[config.mk]
export PLATFORM = sky130hd
export DESIGN_NAME = ws2812b_strip_driver
export DESIGN_NICKNAME = d
export VERILOG_FILES = /design/src/rtl/ws2812b_strip_driver.sv
export SDC_FILE = /design/constraint.sdc
export NUM_CORES = 2
export LEC_CHECK = 0
export CORE_MARGIN = 2
export CORE_UTILIZATION = 30
export CTS_CLUSTER_DIAMETER = 40
export CTS_CLUSTER_SIZE = 40
export DETAILED_ROUTE_END_ITERATION = 10
export DONT_BUFFER_PORTS = 1
export PLACE_DENSITY = 0.44
export RECOVER_POWER = 25
export SYNTH_ARGS = -nofsm -noshare
export SYNTH_HDL_FRONTEND = slang
export SYNTH_SLANG_ARGS = --single-unit
[constraint.sdc]
create_clock -name clk -period 12.4 [get_ports clk]
set_clock_uncertainty 0.05 [all_clocks]
set_input_delay 2.48 -clock clk [delete_from_list [all_inputs] [get_ports clk]]
set_output_delay 2.48 -clock clk [all_outputs]
set_load 0.005 [all_outputs]
[src/rtl/ws2812b_strip_driver.sv]
// WS2812B strip driver: double-buffered pixel frame, brightness scaling,
// selectable colour order, bit serialiser with latch gap and busy/done handshake.

module ws2812b_px_scale (
  input  logic [7:0] comp,
  input  logic [7:0] brightness,
  output logic [7:0] scaled
);
  logic [15:0] prod;

  // 8x9-bit product; brightness+1 makes 255 an exact pass-through
  assign prod   = {8'd0, comp} * {7'd0, ({1'b0, brightness} + 9'd1)};
  assign scaled = 8'(prod >> 8);
endmodule

module ws2812b_strip_driver #(
  parameter int NB_LEDS     = 12,
  parameter int T0H         = 20,
  parameter int T1H         = 40,
  parameter int T_BIT       = 62,
  parameter int T_LATCH     = 3000,
  parameter int COLOR_ORDER = 0
) (
  input  logic       clk,
  input  logic       reset,
  input  logic       wr_en,
  input  logic [7:0] wr_addr,
  input  logic [7:0] red,
  input  logic [7:0] green,
  input  logic [7:0] blue,
  input  logic       start,
  input  logic       auto_refresh,
  input  logic [7:0] brightness,
  output logic       busy,
  output logic       done,
  output logic       data_ws2812b
);
  localparam int CNT_MAX = (T_LATCH > T_BIT) ? T_LATCH : T_BIT;
  localparam int CW      = $clog2(CNT_MAX);
  localparam logic [CW-1:0] BIT_LAST   = CW'(T_BIT - 1);
  localparam logic [CW-1:0] LATCH_LAST = CW'(T_LATCH - 1);
  localparam logic [CW-1:0] HI0        = CW'(T0H);
  localparam logic [CW-1:0] HI1        = CW'(T1H);
  localparam logic [7:0]    LED_LAST   = 8'(NB_LEDS - 1);

  typedef enum logic [1:0] {IDLE = 2'd0, SEND = 2'd1, LATCH = 2'd2} state_t;

  state_t        state, state_n;
  logic [CW-1:0] cyc, cyc_n;
  logic [4:0]    bit_idx, bit_n;
  logic [7:0]    led, led_n, nxt_led;
  logic [23:0]   shift, shift_n;
  logic [23:0]   back  [NB_LEDS];
  logic [23:0]   front [NB_LEDS];
  logic [23:0]   acc   [NB_LEDS+1];
  logic [23:0]   front_nxt, src_pix, scaled_pix, word;
  logic          latch_last, begin_frame, data_n;

  assign nxt_led = led + 8'd1;
  assign acc[0]  = '0;

  // Per-pixel back-buffer write port and next-pixel read mux
  for (genvar i = 0; i < NB_LEDS; i++) begin : g_px
    assign acc[i+1] = acc[i] | ((nxt_led == 8'(i)) ? front[i] : 24'd0);
    always_ff @(posedge clk)
      if (reset)                              back[i] <= '0;
      else if (wr_en && (wr_addr == 8'(i)))   back[i] <= {red, green, blue};
  end
  assign front_nxt = acc[NB_LEDS];

  // Frame start reads pixel 0 straight from the back buffer (same word the copy takes)
  assign src_pix = (state == SEND) ? front_nxt : back[0];

  for (genvar c = 0; c < 3; c++) begin : g_comp
    ws2812b_px_scale u_scale (
      .comp       (src_pix[c*8 +: 8]),
      .brightness (brightness),
      .scaled     (scaled_pix[c*8 +: 8])
    );
  end

  // scaled_pix is {R',G',B'}
  assign word = (COLOR_ORDER == 1) ? scaled_pix
                                   : {scaled_pix[15:8], scaled_pix[23:16], scaled_pix[7:0]};

  assign latch_last  = (state == LATCH) && (cyc == LATCH_LAST);
  assign begin_frame = ((state == IDLE) && start) || (latch_last && (start || auto_refresh));
  assign busy        = (state != IDLE);
  assign done        = latch_last;

  always_comb begin
    state_n = state;
    cyc_n   = cyc;
    bit_n   = bit_idx;
    led_n   = led;
    shift_n = shift;
    if (begin_frame) begin
      state_n = SEND;
      cyc_n   = '0;
      bit_n   = 5'd23;
      led_n   = '0;
      shift_n = word;
    end else begin
      case (state)
        SEND: begin
          if (cyc == BIT_LAST) begin
            cyc_n = '0;
            if (bit_idx != 5'd0) begin
              bit_n   = bit_idx - 5'd1;
              shift_n = {shift[22:0], 1'b0};
            end else if (led == LED_LAST) begin
              state_n = LATCH;
            end else begin
              led_n   = nxt_led;
              bit_n   = 5'd23;
              shift_n = word;
            end
          end else begin
            cyc_n = cyc + 1'b1;
          end
        end
        LATCH: begin
          if (latch_last) state_n = IDLE;
          else            cyc_n   = cyc + 1'b1;
        end
        default: ;
      endcase
    end
    // Output is registered, so derive it from the upcoming cycle's position
    data_n = (state_n == SEND) && (cyc_n < (shift_n[23] ? HI1 : HI0));
  end

  always_ff @(posedge clk) begin
    if (reset) begin
      state        <= IDLE;
      cyc          <= '0;
      bit_idx      <= '0;
      led          <= '0;
      shift        <= '0;
      data_ws2812b <= 1'b0;
      front        <= '{default: '0};
    end else begin
      state        <= state_n;
      cyc          <= cyc_n;
      bit_idx      <= bit_n;
      led          <= led_n;
      shift        <= shift_n;
      data_ws2812b <= data_n;
      if (begin_frame) front <= back;
    end
  end
endmodule

==> summary.txt <==
Outcome
  • Status: finished with violations
  • Failing checks: max-capacitance violations, max-slew violations

Timing
  • Actual slew at the worst max-slew pin: between 3000 and 4000 ps
  • Post-layout minimum cycle time: 9440 ps
  • Worst rel slew slack: -1.54
  • Fmax: roughly 110 MHz
  • RSZ-0062 raised after global routing: false
  • Final period util: 0.761
  • Final Hold Viols: 0
  • Slew Limit Fails: slightly above 700
  • Post-route setup TNS: 0 ps
  • Final WS setup: between 2000 and 3000 ps
  • Final hold slack: 391 ps
  • Final setup violation count: 0

Floorplan
  • I/O pins: 48
  • DIE WIDTH: between 300 and 400 um
  • # rows: between 100 and 150
  • Initial Util: 0.301
  • Die area: roughly 110000 um2
  • Die height: 329 um
  • Core box area: 105000 um2

Global routing
  • Vias in the first global route: ~27000
  • GRT Resource Usage Total: 0.212
  • First-pass GRT wire length: 174000 um
  • Overflow after GRT: 0
  • Largest net degree at the start of global routing: 610
  • Initial antenna violation count: 2

Critical path
  • Critical path endpoint category: flip-flop
  • Top delay family on crit path: compound AO/OA/AOI/OAI gates
  • Worst r2r src: led[0]$_SDFFE_PP0P_
  • CP peak stage delay: about 810 ps
  • Max FO, Critical Path: 26
  • Reg2reg path depth: 31
  • CP Data Arrival Time: 9980 ps
  • R2r endpoint: data_ws2812b$_SDFF_PP0_
  • Req. time, crit path: roughly 13000 ps
  • Slowest CP cell: and3_1
  • Critical path class: reg -> reg
  • Startpoint types: flip-flop
  • Crit. Startpoint: led[0]$_SDFFE_PP0P_
  • R2r setup slk: 2960 ps
  • CP bufs+invs: 5

Min path
  • Tightest Hold Check Type: reg -> reg
  • HP Start: back[131]$_SDFFE_PP0P_
  • Min-Delay Path Depth: 2
  • Hold EP: front[131]$_SDFFE_PP0P_

Clock network
  • PostCTS Resize Cnt: 0
  • TritonCTS buffer count: ~100
  • Latest clock arrival within the worst-skew pair: 680 ps
  • H-tree depth: 3
  • CTS tree: done
  • Clock transition at path regs: 60 ps
  • Hold buffer count at CTS: 0
  • Clock sink count: 628
  • Post CTS Setup Buffer Count: 0
  • Clock root cell: clkbuf_16
  • CTS Buffer Depth: 3

Routing
  • DRC viols: 0
  • Routed wire length: around 120000 um
  • Vias/cell: a little over 5
  • DRT antenna net count: 0
  • DR iter-0 viols: 2289
  • 1st-pass router iterations: 6
  • DR vias: ~27000
  • Wire per inst: approximately 21 um

Layout
  • Final net count: around 4200
  • Final Non-Filler Cells: around 5400
  • Final Util: 0.347
  • Area growth syn-to-layout: 15.2%
  • Layout cells sized above 1: 0.0821
  • # diodes: 0
  • Fillers: between 10000 and 15000
  • Design Area, Final: about 36000 um2

Yosys
  • Post-synth top area cell: dfxtp_1
  • Dominant cell by count in the synthesized netlist: nand2_1
  • Ys Warns: 0
  • Top post-synthesis cells by count: 1292 x nand2_1, 628 x dfxtp_1, 625 x a21oi_1, 252 x clkbuf_1, 170 x inv_1
  • Register area share after synthesis: 0.398
  • Yosys reg bits: around 630
  • Post-synth top area share: 0.398
  • Async SR Flop Fraction: 0
  • Synth area leaders: dfxtp_1 40%, nand2_1 15%, a21oi_1 9.9%
  • Most used DFF post-synth: dfxtp_1
  • Count of different cell masters after synthesis: 96
  • Synthesized cell area: about 32000 um2
  • Synthesized Nets: 4324
  • Syn Area/Cell: between 7 and 8 um2
  • Synthesized instance count: 4048
  • Number of enable flip-flop cells after synthesis: 0

Placed design
  • Placement Cell Area: 32900 um2
  • Detailed Place HPWL: ~72000 um
  • Port Buf Inserts: 0
  • Cell count after placement: 5221
  • Routability cong.: around 0.84
  • Setup slack at placement: 3050 ps

Power and ir drop
  • Total Power: roughly 5.4 mW
  • Maximum VDD drop: about 120 uV
  • P per Cell Area: 149 nW/um2
  • Leakage power figure: between 10 and 15 nW

Job
  • Max_cap viols: 8
registers in the layout, indices dropped and copies added, names as in the netlist:
register / count
back: 288
data_ws2812b: 1
led: 8
front: 288
bit_idx: 5
cyc: 12
state: 2
shift: 24
report_power, final:
part	total (mW)	switching (mW)	internal, mW	leakage (nW)
clock network	2.96	1.06	1.90	1.75
registers	2.04	0.00767	2.03	5.06
logic	0.447	0.294	0.153	6.07
worst register-to-register path: cells and delay by family (launching register included):
kind,cells,cell delay (ps)
AND/OR/NAND/NOR,6,1620
buffers and inverters,5,610
flip-flops,1,640
adder cells (fa/ha/maj),7,2870
AO/OA/AOI/OAI,12,3400
XOR/XNOR,1,200
cell type report:
class	instances	area, um2	share of cell area
Multi-Input combinational cell	2963	17400	0.477
Sequential cell	628	12600	0.345
Clock buffer	130	2880	0.0792
Tap cell	1391	1740	0.0478
Clock inverter	61	721	0.0198
Inverter	172	646	0.0177
Timing Repair Buffer	67	497	0.0136
cells by family (layout without fill, tap and decap cells):
family                     after synthesis  after routing  synth area share
xor gates and xnor gates                48             48            0.0133
DFF                                    628            628             0.398
muxes                                   12             12           0.00396
adders and majority gates              231            231             0.120
and+or+nand+nor                       1728           1728             0.227
buffers and inverters                  457            430            0.0560
AOI/OAI and AO/OA                      944            944             0.182
how the worst max path moves through the flow:
stage / slack [ps] / to / cells past startpoint
2_1_floorplan: 3950 / data_ws2812b$_SDFF_PP0_ / 27
3_3_place_gp: 3260 / data_ws2812b$_SDFF_PP0_ / 31
3_5_place_dp: 3050 / data_ws2812b$_SDFF_PP0_ / 32
4_1_cts: 3050 / data_ws2812b$_SDFF_PP0_ / 32
5_1_grt: 2290 / data_ws2812b$_SDFF_PP0_ / 31
6_report: 2960 / data_ws2812b$_SDFF_PP0_ / 31
per-layer routing:
metal  global-route usage  share of wire
met5                    0              0
met4               0.0511          0.020
met3               0.0235          0.035
met2                0.357           0.47
met1                0.290           0.47
cells in the final DEF, fill, tap and decap left out, types with 61 or more instances in the layout:
cell type | synthesis | final
nand2_1 | 1292 | 1289
dfxtp_1 | 628 | 628
a21oi_1 | 625 | 623
inv_1 | 170 | 170
nor2_1 | 166 | 161
fa_1 | 120 | 120
ha_1 | 111 | 110
clkbuf_16 | 0 | 106
a22oi_1 | 80 | 80
buf_4 | 2 | 61
(Power assumes the default switching activity.)
